### src/rtl/traffic_pkg.sv
// rtl/traffic_pkg.sv - lamp encodings, state codes and ring order for traffic_ctrl_param
package traffic_pkg;

    localparam logic [3:0] C_RED    = 4'b1000;
    localparam logic [3:0] C_YELLOW = 4'b0100;
    localparam logic [3:0] C_LEFT   = 4'b0010;
    localparam logic [3:0] C_GREEN  = 4'b0001;
    localparam logic [3:0] C_NONE   = 4'b0000;
    localparam logic [1:0] W_RED    = 2'b10;
    localparam logic [1:0] W_GREEN  = 2'b01;
    localparam logic [1:0] W_NONE   = 2'b00;

    typedef enum logic [3:0] {
        IDLE    = 4'd0,
        H_GREEN = 4'd1,
        H_YEL1  = 4'd2,
        H_LEFT  = 4'd3,
        H_YEL2  = 4'd4,
        V_GREEN = 4'd5,
        V_YEL1  = 4'd6,
        V_LEFT  = 4'd7,
        V_YEL2  = 4'd8,
        NIGHT   = 4'd9
    } state_t;

    // Successor in the normal day ring; night diversion is decided by the caller.
    function automatic state_t ring_next(input state_t s);
        case (s)
            H_GREEN: return H_YEL1;
            H_YEL1:  return H_LEFT;
            H_LEFT:  return H_YEL2;
            H_YEL2:  return V_GREEN;
            V_GREEN: return V_YEL1;
            V_YEL1:  return V_LEFT;
            V_LEFT:  return V_YEL2;
            default: return H_GREEN;
        endcase
    endfunction

endpackage

### src/rtl/tick_gen.sv
// rtl/tick_gen.sv - prescaler producing one phase tick every TICK_DIV clocks
module tick_gen #(
    parameter int TICK_DIV = 50_000_000
) (
    input  logic clk,
    input  logic reset,
    input  logic clr,
    output logic o_tick
);

    localparam int W = (TICK_DIV > 1) ? $clog2(TICK_DIV) : 1;

    logic [W-1:0] cnt;

    assign o_tick = (cnt == W'(TICK_DIV - 1));

    always_ff @(posedge clk or posedge reset) begin
        if (reset)
            cnt <= '0;
        else if (clr || o_tick)
            cnt <= '0;
        else
            cnt <= cnt + 1'b1;
    end

endmodule

### src/rtl/traffic_ctrl_param.sv
// rtl/traffic_ctrl_param.sv - parametrised two-axis intersection controller with walkers and night mode
module traffic_ctrl_param
    import traffic_pkg::*;
#(
    parameter int TICK_DIV = 50_000_000,
    parameter int CNT_W    = 8,
    parameter int T_GREEN  = 20,
    parameter int T_YELLOW = 2,
    parameter int T_LEFT   = 10,
    parameter int T_FLASH  = 6
) (
    input  logic       clk,
    input  logic       reset,
    input  logic       i_start,
    input  logic       i_night,
    input  logic       i_h_walk_req,
    input  logic       i_v_walk_req,
    output logic [3:0] o_h_car_traffic,
    output logic [3:0] o_v_car_traffic,
    output logic [1:0] o_h_walker_traffic,
    output logic [1:0] o_v_walker_traffic,
    output logic [3:0] o_state,
    output logic       o_cycle_done
);

    state_t           state, state_n;
    logic [CNT_W-1:0] cnt, cnt_n;
    logic             tick, clr;
    logic             blink, blink_n;
    logic             h_req, h_req_n, v_req, v_req_n;
    logic             h_grant, h_grant_n, v_grant, v_grant_n;
    logic             done_n, in_flash;
    logic [3:0]       h_car_n, v_car_n;
    logic [1:0]       h_walk_n, v_walk_n, walk_lamp;

    assign clr     = (state == IDLE) || !i_start;
    assign o_state = state;

    tick_gen #(.TICK_DIV(TICK_DIV)) u_tick_gen (
        .clk    (clk),
        .reset  (reset),
        .clr    (clr),
        .o_tick (tick)
    );

    function automatic logic [CNT_W-1:0] phase_load(input state_t s);
        case (s)
            H_GREEN, V_GREEN:               return CNT_W'(T_GREEN - 1);
            H_YEL1, H_YEL2, V_YEL1, V_YEL2: return CNT_W'(T_YELLOW - 1);
            H_LEFT, V_LEFT:                 return CNT_W'(T_LEFT - 1);
            default:                        return '0;
        endcase
    endfunction

    always_comb begin
        state_n   = state;
        cnt_n     = cnt;
        blink_n   = blink;
        h_req_n   = h_req | i_h_walk_req;
        v_req_n   = v_req | i_v_walk_req;
        h_grant_n = h_grant;
        v_grant_n = v_grant;
        done_n    = 1'b0;
        if (!i_start) begin
            state_n   = IDLE;
            cnt_n     = '0;
            blink_n   = 1'b0;
            h_req_n   = 1'b0;
            v_req_n   = 1'b0;
            h_grant_n = 1'b0;
            v_grant_n = 1'b0;
        end else begin
            if (state == IDLE) begin
                state_n = H_GREEN;
            end else if (tick) begin
                if (state == NIGHT) begin
                    if (!i_night)
                        state_n = H_GREEN;
                end else if (cnt == '0) begin
                    state_n = ring_next(state);
                    if (state == V_YEL2) begin
                        done_n = 1'b1;
                        if (i_night)
                            state_n = NIGHT;
                    end
                end else begin
                    cnt_n = cnt - 1'b1;
                end
            end
            // A request on the entry clock is already folded into *_req_n, so it is granted now.
            if (state_n != state) begin
                cnt_n     = phase_load(state_n);
                blink_n   = 1'b0;
                h_grant_n = 1'b0;
                v_grant_n = 1'b0;
                if (state_n == H_GREEN) begin
                    v_grant_n = v_req_n;
                    v_req_n   = 1'b0;
                end
                if (state_n == V_GREEN) begin
                    h_grant_n = h_req_n;
                    h_req_n   = 1'b0;
                end
            end else if (tick && state != IDLE) begin
                // Re-phase the blink as the flash window opens so it always starts on GREEN.
                if ((state == H_GREEN || state == V_GREEN) && cnt == CNT_W'(T_FLASH))
                    blink_n = 1'b0;
                else
                    blink_n = ~blink;
            end
        end
    end

    always_comb begin
        in_flash  = (cnt_n < CNT_W'(T_FLASH));
        walk_lamp = (in_flash && blink_n) ? W_NONE : W_GREEN;
        h_car_n   = C_NONE;
        v_car_n   = C_NONE;
        h_walk_n  = W_NONE;
        v_walk_n  = W_NONE;
        case (state_n)
            H_GREEN, H_YEL1, H_LEFT, H_YEL2: begin
                v_car_n  = C_RED;
                h_walk_n = W_RED;
                v_walk_n = W_RED;
                case (state_n)
                    H_GREEN: begin
                        h_car_n = C_GREEN;
                        if (v_grant_n)
                            v_walk_n = walk_lamp;
                    end
                    H_LEFT:  h_car_n = C_LEFT;
                    default: h_car_n = C_YELLOW;
                endcase
            end
            V_GREEN, V_YEL1, V_LEFT, V_YEL2: begin
                h_car_n  = C_RED;
                h_walk_n = W_RED;
                v_walk_n = W_RED;
                case (state_n)
                    V_GREEN: begin
                        v_car_n = C_GREEN;
                        if (h_grant_n)
                            h_walk_n = walk_lamp;
                    end
                    V_LEFT:  v_car_n = C_LEFT;
                    default: v_car_n = C_YELLOW;
                endcase
            end
            NIGHT: begin
                h_car_n = blink_n ? C_NONE : C_YELLOW;
                v_car_n = blink_n ? C_NONE : C_YELLOW;
            end
            default: ;
        endcase
    end

    always_ff @(posedge clk or posedge reset) begin
        if (reset) begin
            state              <= IDLE;
            cnt                <= '0;
            blink              <= 1'b0;
            h_req              <= 1'b0;
            v_req              <= 1'b0;
            h_grant            <= 1'b0;
            v_grant            <= 1'b0;
            o_cycle_done       <= 1'b0;
            o_h_car_traffic    <= C_NONE;
            o_v_car_traffic    <= C_NONE;
            o_h_walker_traffic <= W_NONE;
            o_v_walker_traffic <= W_NONE;
        end else begin
            state              <= state_n;
            cnt                <= cnt_n;
            blink              <= blink_n;
            h_req              <= h_req_n;
            v_req              <= v_req_n;
            h_grant            <= h_grant_n;
            v_grant            <= v_grant_n;
            o_cycle_done       <= done_n;
            o_h_car_traffic    <= h_car_n;
            o_v_car_traffic    <= v_car_n;
            o_h_walker_traffic <= h_walk_n;
            o_v_walker_traffic <= v_walk_n;
        end
    end

endmodule

### config.mk
export PLATFORM = sky130hd
export DESIGN_NAME = traffic_ctrl_param
export DESIGN_NICKNAME = d
export VERILOG_FILES = /design/src/rtl/traffic_pkg.sv /design/src/rtl/tick_gen.sv /design/src/rtl/traffic_ctrl_param.sv
export SDC_FILE = /design/constraint.sdc
export NUM_CORES = 1
export LEC_CHECK = 0
export ABC_CLOCK_PERIOD_IN_PS = 5300
export CORE_MARGIN = 2
export CORE_UTILIZATION = 55
export DETAILED_ROUTE_END_ITERATION = 12
export PLACE_DENSITY = 0.78
export SYNTH_ARGS = -nofsm -noshare
export SYNTH_HDL_FRONTEND = slang
export SYNTH_HIERARCHICAL = 1
export SYNTH_SLANG_ARGS = --single-unit
### constraint.sdc
create_clock -name clk -period 5.3 [get_ports clk]
set_input_delay 1.06 -clock clk [delete_from_list [all_inputs] [get_ports clk]]
set_output_delay 1.06 -clock clk [all_outputs]
set_load 0.01 [all_outputs]
* Word-level counts from Yosys, hierarchy flattened
Memories as Yosys holds them, arrays and structs flattened.
Cells that the tools add are included.
W data, S select, Z words.
** Word-level totals
- Output and inout bits :: 17
- Bits in read-only memories :: 64
- Bits in registers :: 56
- Bits of input ports :: 6
- Memories :: 1
- Logic and storage cells :: 106
** Memories
- (no name shown) :: words 16, bits a word 4, read ports 1, clocked after memory_dff 0, write ports 0, RTL line traffic_ctrl_param.sv:47 : case (s)
** Cells by class
- Add/subtract/negate cells :: 2
- Multiplexer cells :: 51
- Equal/unequal tests :: 23
- Reduce and logical (&&, ||, !) cells :: 12
- Order comparisons :: 1
- Bitwise gates (word level) :: 3
** Operator list (number)
- $mux W8 :: 6
- $eq A4 B3 Y1 const B :: 9
- $mux W4 :: 9
- $pmux W4 S7 :: 1
- $add A26 B1 Y26 const B :: 1
- $eq A26 B26 Y1 const B :: 1
- $mux W26 :: 1
- $pmux W4 S3 :: 2
- $mux W1 :: 23
- $eq A4 B2 Y1 const B :: 4
- $eq A4 B4 Y1 const B :: 4
- $eq A4 B1 Y1 const B :: 3
- $pmux W3 S2 :: 2
- $eq A8 B3 Y1 const B :: 1
- $logic_not A8 Y1 :: 1
- $lt A8 B3 Y1 const B :: 1
- $mux W2 :: 4
- $pmux W2 S2 :: 2
- $reduce_or A4 Y1 :: 2
- $sub A8 B1 Y8 const B :: 1
- $logic_not A4 Y1 :: 1
- $ne A4 B4 Y1 :: 1
- $reduce_bool A4 Y1 :: 1
- $logic_and A1 B1 Y1 :: 3
- 5 further kinds :: 8

* Logic depth before layout (Yosys ltp)
Gate-level depths: netlist (run 1).
- Depth after elaboration :: 18
- Depth in mapped cells :: 12

* By module
The synthesis (run 1) kept the hierarchy.
** By module, submodules not included
- traffic_ctrl_param :: area each 1965.6 sq um, cells each 211, instances 1, sequential area each 750.7 sq um
- tick_gen :: area each 1450.1 sq um, cells each 150, instances 1, sequential area each 650.6 sq um

* Worst setup path after synthesis (run 1)
OpenSTA, ideal clock, no wires.
- Kind :: register to register
- Start :: register u_tick_gen.cnt[18]
- End :: register v_req
- Slack :: 2148 ps
- Arrival :: 3029 ps
- Cell stages (with the launch flop) :: 10
- Clock period less this slack :: 3152 ps
- Required time :: 5177 ps
- Path through :: dfrtp_1 or4b_1 nor4_1 and3_1 nor4b_4 nand2_2 o22a_1 a221oi_1 inv_1 o221a_2
** Between the ends
- Word-level cells in the longest chain between the ends :: 8
** RTL lines
- start, declared :: RTL line tick_gen.sv:13 : logic [W-1:0] cnt;
- start signal, assigned :: RTL line tick_gen.sv:23 : cnt <= cnt + 1'b1;
- $eq A26 B26 Y1 * :: RTL line tick_gen.sv:15 : assign o_tick = (cnt == W'(TICK_DIV - 1));
- named net tick :: RTL line traffic_ctrl_param.sv:28 : logic tick, clr;
- $mux W4 * :: RTL line traffic_ctrl_param.sv:75 : end else if (tick) begin
- $mux W4 * :: RTL line traffic_ctrl_param.sv:73 : if (state == IDLE) begin
- $mux W4 * :: RTL line traffic_ctrl_param.sv:64 : if (!i_start) begin
- $eq A4 B1 Y1 :: RTL line traffic_ctrl_param.sv:96 : if (state_n == H_GREEN) begin
- $mux W1 :: RTL line traffic_ctrl_param.sv:96
- $mux W1 * :: RTL line traffic_ctrl_param.sv:91 : if (state_n != state) begin
- $mux W1 * :: RTL line traffic_ctrl_param.sv:64
- named net v_req_n :: RTL line traffic_ctrl_param.sv:30 : logic h_req, h_req_n, v_req, v_req_n;
- end signal, assigned :: RTL line traffic_ctrl_param.sv:177 : v_req <= v_req_n;
- end, declared :: RTL line traffic_ctrl_param.sv:30
Mark *: on every way through the listed nets, which the timed path passes. The rest lies on a longest branch. The select of a mux whose other input is x is not followed.

* Worst setup path after layout (run 1)
- Start :: register u_tick_gen.cnt[18]
- End :: register o_h_walker_traffic[0]
** Between the ends
- Word-level cells in the longest chain between the ends :: 13
** RTL lines
- $eq A26 B26 Y1 * :: RTL line tick_gen.sv:15
- named net tick :: RTL line traffic_ctrl_param.sv:28
- $mux W4 :: RTL line traffic_ctrl_param.sv:75
- $mux W4 :: RTL line traffic_ctrl_param.sv:73
- $mux W4 :: RTL line traffic_ctrl_param.sv:64
- $mem_v2 Z16 W4 / $ne A4 B4 Y1 (equally long branches)
- $mux W8 :: RTL line traffic_ctrl_param.sv:91
- $mux W8 :: RTL line traffic_ctrl_param.sv:64
- $lt A8 B3 Y1 :: RTL line traffic_ctrl_param.sv:115 : in_flash = (cnt_n < CNT_W'(T_FLASH));
- $logic_and A1 B1 Y1 :: RTL line traffic_ctrl_param.sv:116 : walk_lamp = (in_flash && blink_n) ? W_NONE : W_GREEN;
- $mux W1 :: RTL line traffic_ctrl_param.sv:116
- $mux W2 :: RTL line traffic_ctrl_param.sv:143 : if (h_grant_n)
- $mux W2 :: RTL line traffic_ctrl_param.sv:140 : case (state_n)
- $pmux W2 S2 * :: RTL line traffic_ctrl_param.sv:121 : case (state_n)
- named net h_walk_n[0] :: RTL line traffic_ctrl_param.sv:34 : logic [1:0] h_walk_n, v_walk_n, walk_lamp;
- end signal, assigned :: RTL line traffic_ctrl_param.sv:183 : o_h_walker_traffic <= h_walk_n;
- end, declared :: RTL line traffic_ctrl_param.sv:20 : output logic [1:0] o_h_walker_traffic,
Marks and branches as above.

==> results of run 1 <==
registers in the layout, summed over array words and instances, names as in the netlist:
| signal | cells |
|---|---|
| h_grant | 1 |
| v_grant | 1 |
| o_v_walker_traffic | 2 |
| o_v_car_traffic | 4 |
| u_tick_gen/cnt | 26 |
| h_req | 1 |
| v_req | 1 |
| o_cycle_done | 1 |
| o_h_walker_traffic | 2 |
| cnt | 8 |
| o_h_car_traffic | 4 |
| o_state | 4 |
| blink | 1 |
power breakdown:
part | internal (uW) | switching (uW)
registers | 433 | 7.01
logic | 24.5 | 40.3
clock network | 97.4 | 150
per-stage QoR:
stage | setup slack [ns] | cell area, sq um | total power [uW] | cells | hold slack, ns
global placement | 1.72 | 3610 | 512 | 441 | 0.491
finish | 1.51 | 3710 | 752 | 449 | 0.516
floorplan | 2.15 | 3420 | 493 | 361 | 0.467
CTS | 1.52 | 3710 | 762 | 449 | 0.524
detailed placement | 1.56 | 3610 | 513 | 441 | 0.509
global route | 1.20 | 3710 | 783 | 449 | 0.544
worst max-delay path, cell delays in order, from the launching register on:
cell and delay, ns:
dfrtp_1 0.43, or4b_1 0.54, nor4_1 0.33, and3_1 0.38
nor4b_4 0.39, nand2_2 0.17, o211ai_1 0.68, nor4b_2 0.35
a21boi_1 0.24, a21boi_0 0.20
routing by layer:
metal | track usage, % | vias to the layer above | share of wire [%]
met5 | 0 | - | 0
met4 | 7.45 | 0 | 1.5
met2 | 35.3 | 107 | 45
li1 | - | 1356 | -
met1 | 36.2 | 1361 | 48
met3 | 3.58 | 10 | 5.7
cells in the mapped netlist, types with 3 or more instances:
| master | instances |
|---|---|
| dfrtp_1 | 56 |
| nor2_1 | 32 |
| a21oi_1 | 21 |
| nand2_1 | 21 |
| nand3_1 | 21 |
| inv_1 | 15 |
| o21ai_0 | 15 |
| xor2_1 | 13 |
| and3_1 | 10 |
| o31ai_1 | 9 |
| nand4_1 | 8 |
| or3_1 | 8 |
| nor3_1 | 7 |
| or4_1 | 7 |
| clkbuf_1 | 6 |
| o211ai_1 | 5 |
| o21ai_1 | 5 |
| xnor2_1 | 5 |
| a211o_1 | 4 |
| and2_1 | 4 |
| buf_2 | 4 |
| buf_6 | 4 |
| ha_1 | 4 |
| a21o_1 | 3 |
| and4_1 | 3 |
| nand2b_1 | 3 |
| nor3b_1 | 3 |
| nor4_1 | 3 |
| or2_2 | 3 |
| or4_4 | 3 |
worst max-delay path by stage:
stage,startpoint,end,depth (start not counted)
global placement,u_tick_gen/cnt[18],o_h_walker_traffic[0],9
detailed placement,u_tick_gen/cnt[18],o_h_walker_traffic[0],9
floorplan,u_tick_gen/cnt[18],v_req,9
global route,u_tick_gen/cnt[10],o_h_walker_traffic[0],9
CTS,u_tick_gen/cnt[18],o_h_walker_traffic[0],9
finish,u_tick_gen/cnt[18],o_h_walker_traffic[0],9
kinds of logic after synthesis:
| logic type | Yosys count | synth area share, % |
|---|---|---|
| DFF | 56 | 41.0 |
| AOI/OAI and AO/OA | 90 | 18.6 |
| and+or+nand+nor | 157 | 28.0 |
| xor gates and xnor gates | 18 | 4.62 |
| adders and majority gates | 4 | 1.47 |
| muxes | 3 | 0.916 |
| buffers and inverters | 33 | 5.38 |
cell type report:
cell class / instances / area [sq um]
fillers: 526 / 2250
multi-input cells: 272 / 1830
flip-flops and latches: 56 / 1400
repair buffers: 23 / 228
well taps: 75 / 93.8
clock buffers: 5 / 68.8
inverters: 15 / 56.3
clock inverters: 3 / 27.5
==> impl_metrics.json, run 1 <==
{
  "fmax_mhz": 264,
  "grt_pass1_wl_um": 13700,
  "synth-main-ff-cell": "dfrtp_1",
  "fp.coreArea_sq_um": 5960,
  "dp_hpwl_um": 5640,
  "synth_largest_area_cell": "dfrtp_1",
  "slew_headroom_pct": 35.7,
  "cts_resized": 0,
  "r2r-start": "u_tick_gen/cnt[18]",
  "layout.nets": 383,
  "die_h_um": 82.8,
  "final_cell_mix": "dfrtp_1, nor2_1, clkdlybuf4s50_1",
  "synthArstFlopShare_pct": 100,
  "antenna_found_initial": 0,
  "synth_cell_types": 74,
  "cts_tree": "done",
  "power_leakage_uw": 0.00152,
  "io_pins": 23,
  "ant_nets": 0,
  "cp_data_required_time_ns": 5.54,
  "cts_buffers": 5,
  "areaGrowthSynthToFinish_pct": 8.50,
  "final_common_cell": "dfrtp_1",
  "period_needed_ns": 3.79,
  "drive_gt1_share_pct": 10.4,
  "setup-violations-final": 0,
  "finClkSkew_ns": 0.00447,
  "place.gp.congestion": 0.921,
  "syn_nets": 371,
  "die_w_um": 82.8,
  "ys_warn_count": 6,
  "cts.clk_slew.worst_paths_ns": 0.10,
  "synth_cells": 361,
  "first_pass_iters": 5,
  "drv_cap": 0,
  "via_per_inst": 6.31,
  "ir_drop_v": 0.000134,
  "hold_buffers": 0,
  "antenna_cells": 0,
  "grt_overflow_total": 0,
  "finalHoldViolCount": 0,
  "drtIter0Drc": 213,
  "post-route-period-util_pct": 71.5,
  "r2r_end": "o_h_walker_traffic[0]",
  "die_area_sq_um": 6860,
  "synth_edf_count": 0,
  "min_to": "u_tick_gen/cnt[0]",
  "clockBufferDepth": 2,
  "synth_area_leaders": "dfrtp_1, nor2_1, xor2_1",
  "vias": 2834,
  "portBuffers": 22,
  "yosysSeqAreaShare_pct": 41.0,
  "grt_max_degree": 31,
  "critical_path_class": "flop to flop",
  "grt_pass1_vias": 2814,
  "wirelength_um": 7950,
  "hold_path.startpoint": "u_tick_gen/cnt[0]",
  "critPathMaxFanout": 11,
  "cts_root_buf": "clkbuf_8",
  "wl_per_cell_um": 17.7,
  "syn_area_sq_um": 3420,
  "hold-path-cell-count": 1,
  "grt_usage_pct": 23.9,
  "rsz0062_at_grt": "no",
  "endpoint_kind": "flop",
  "clkLatencyLatePin_ns": 0.32,
  "initial_core_util_pct": 57.4,
  "reg2reg_depth": 9,
  "ys_ff_latch": 56,
  "rows": 28,
  "finalMaxSlewViolations": 0,
  "r2r_slack_ns": 1.51,
  "tns_ns": 0,
  "worstPathArrival_ns": 4.03,
  "cts_max_level": 2,
  "cp-start-kind": "flop",
  "hold_path_class": "flop to flop",
  "postLayoutCoreUtil_pct": 62.2,
  "drcViolationCount": 0,
  "power_density_nw_per_um2": 203,
  "worstMarginPinSlew_ns": 0.963,
  "clock-sinks": 56,
  "yosysTopAreaCellShare_pct": 41.0,
  "syn_area_per_cell_sq_um": 9.46,
  "status": "complete, no violations",
  "post-cts-setup-buffer-count": 0
}
Note: power is estimated with default switching activity, not from simulation.
==> run 2: changes to the inputs <==
ABC_CLOCK_PERIOD_IN_PS = 3900   (was 5300)
clock period = 3.9 ns   (was 5.3 ns; I/O delays follow)
==> run 2 against run 1 <==
Compared with the run above: sequential share of layout area shrank 0.48 points; largest cell class unchanged; die area is the same; critical path type unchanged; final area grew 1.3%; via count grew 3.7%; global-route usage grew 0.68 points; setup slack lost 1.2 ns; first-iteration DRC count grew 54%; highest routed layer unchanged; non-clock buffer count grew 3; sequential power grew 36%.
==> impl_metrics.json, run 2 (synthesized netlist as in run 1, its figures left out) <==
{
  "status": "complete, no violations",
  "post-route-period-util_pct": 92.1,
  "portBuffers": 22,
  "top_regs": "u_tick_gen/cnt x26, cnt x8",
  "worstMarginPinSlew_ns": 1.01,
  "dp_hpwl_um": 5850,
  "final_cell_mix": "dfrtp_1, nor2_1, clkdlybuf4s50_1",
  "top_register": "u_tick_gen/cnt",
  "die_w_um": 82.8,
  "first_pass_iters": 5,
  "vias": 2939,
  "grt_usage_pct": 24.5,
  "rows": 28,
  "path_cells": "or4b_1 > nor4_1 > and3_1 > or4b_4 > nor2_4 > o311ai_2 > nor4b_2 > a21boi_1 > a21boi_0",
  "initial_core_util_pct": 57.4,
  "antenna_cells": 0,
  "critPathMaxFanout": 10,
  "drv_cap": 0,
  "slew_headroom_pct": 32.3,
  "placed_area_sq_um": 3630,
  "finalMaxSlewViolations": 0,
  "ant_nets": 0,
  "drive_gt1_share_pct": 11.4,
  "drtIter0Drc": 329,
  "grt_overflow_total": 0,
  "io_pins": 23,
  "areaGrowthSynthToFinish_pct": 9.89,
  "placed_cells": 444,
  "largest_register_ffs": 26,
  "tns_ns": 0,
  "cts_tree": "done",
  "cp_data_required_time_ns": 4.14,
  "clockBufferDepth": 2,
  "period_needed_ns": 3.59,
  "grt_pass1_wl_um": 13900,
  "cts_resized": 0,
  "seqPwrFrac_pct": 54.9,
  "critPathMaxStageDelay_ns": 0.55,
  "clkPwrFrac_pct": 36.8,
  "fp.coreArea_sq_um": 5960,
  "place.gp.congestion": 0.997,
  "finClkSkew_ns": 0.0150,
  "p_sw_uw": 271,
  "hold_buffers": 0,
  "fmax_mhz": 278,
  "final_common_cell": "dfrtp_1",
  "swShare_pct": 24.9,
  "crit_slowest_cell": "or4b_4",
  "setup-violations-final": 0,
  "ir_drop_v": 0.000209,
  "layout.nets": 386,
  "power_frac_comb_pct": 8.3,
  "cts_max_level": 2,
  "critical_path_class": "flop to flop",
  "finalHoldViolCount": 0,
  "final_area_sq_um": 3750,
  "clock-sinks": 56,
  "worstPathArrival_ns": 3.84,
  "wirelength_um": 8200,
  "hold_path_class": "flop to flop",
  "drcViolationCount": 0,
  "grt_pass1_vias": 2771,
  "cts_root_buf": "clkbuf_8",
  "setup_ws_ns": 0.308,
  "post-cts-setup-buffer-count": 0,
  "grt_max_degree": 31,
  "rsz0062_at_grt": "no",
  "cts_buffers": 5,
  "cts.clk_slew.worst_paths_ns": 0.10,
  "dpl_worst_slack_ns": 0.312,
  "antenna_found_initial": 0,
  "endpoint_kind": "flop",
  "clkLatencyLatePin_ns": 0.32,
  "cp-start-kind": "flop",
  "power_leakage_uw": 0.00155,
  "die_h_um": 82.8,
  "via_per_inst": 6.50,
  "wl_per_cell_um": 18.1,
  "power_density_nw_per_um2": 290,
  "intPower_uw": 818,
  "die_area_sq_um": 6860,
  "stdcell_count": 452
}
run 2: cell types whose count changed in the layout (fill, tap and decap cells not counted):
cell	previous run	this run
clkinv_4	1	0
a221oi_1	1	0
a221oi_2	0	1
bufinv_16	0	1
clkinvlp_4	1	0
clkinv_2	0	1
buf_4	1	4
run 2: critical path: cells and delay by family (launching register included):
family	cells	cell delay, ns
AO/OA/AOI/OAI	3	0.66
flip-flops	1	0.46
AND/OR/NAND/NOR	6	2.40
run 2: final timing paths:
kind	end	cells past startpoint	startpoint	slack, ns
setup / recovery	o_h_walker_traffic[0]	9	u_tick_gen/cnt[10]	0.31
hold / removal	u_tick_gen/cnt[0]	1	u_tick_gen/cnt[0]	0.53
setup reg to reg	o_h_walker_traffic[0]	9	u_tick_gen/cnt[10]	0.31
hold reg to reg	u_tick_gen/cnt[0]	1	u_tick_gen/cnt[0]	0.53
max in group asynchronous	u_tick_gen/cnt[25]	2	reset	2.24
min in group asynchronous	v_grant	3	reset	0.88
run 2: area by class of cell:
class / instances / area, sq um
Tap cell: 75 / 93.8
Multi-Input combinational cell: 272 / 1840
Clock inverter: 3 / 46.3
Fill cell: 521 / 2200
Clock buffer: 5 / 68.8
Sequential cell: 56 / 1400
Timing Repair Buffer: 26 / 250
Inverter: 15 / 56.3
run 2: metrics by stage:
stage	total power, uW	hold WS [ns]	utilization [%]
finish	1090	0.530	63.0
global route	1130	0.557	63.0
CTS	1100	0.529	62.9
detailed placement	699	0.513	61.0
global placement	698	0.496	61.0
floorplan	669	0.467	-
run 2: power groups by stage:
| stage | clock (uW) | sequential, uW | combinational (uW) |
|---|---|---|---|
| 6_report | 401 | 598 | 90.0 |
| 5_1_grt | 432 | 600 | 101 |
| 4_1_cts | 415 | 598 | 90.3 |
| 3_5_place_dp | 0 | 609 | 89.8 |
| 3_3_place_gp | 0 | 609 | 88.7 |
| 2_1_floorplan | 0 | 606 | 63.8 |
run 2: layer usage:
layer	GRT usage (%)	wire length [um]	vias up
li1	-	-	1364
met1	37.2	3860	1446
met2	35.9	3710	115
met3	4.08	474	14
met4	7.90	157	0
met5	0	0	-
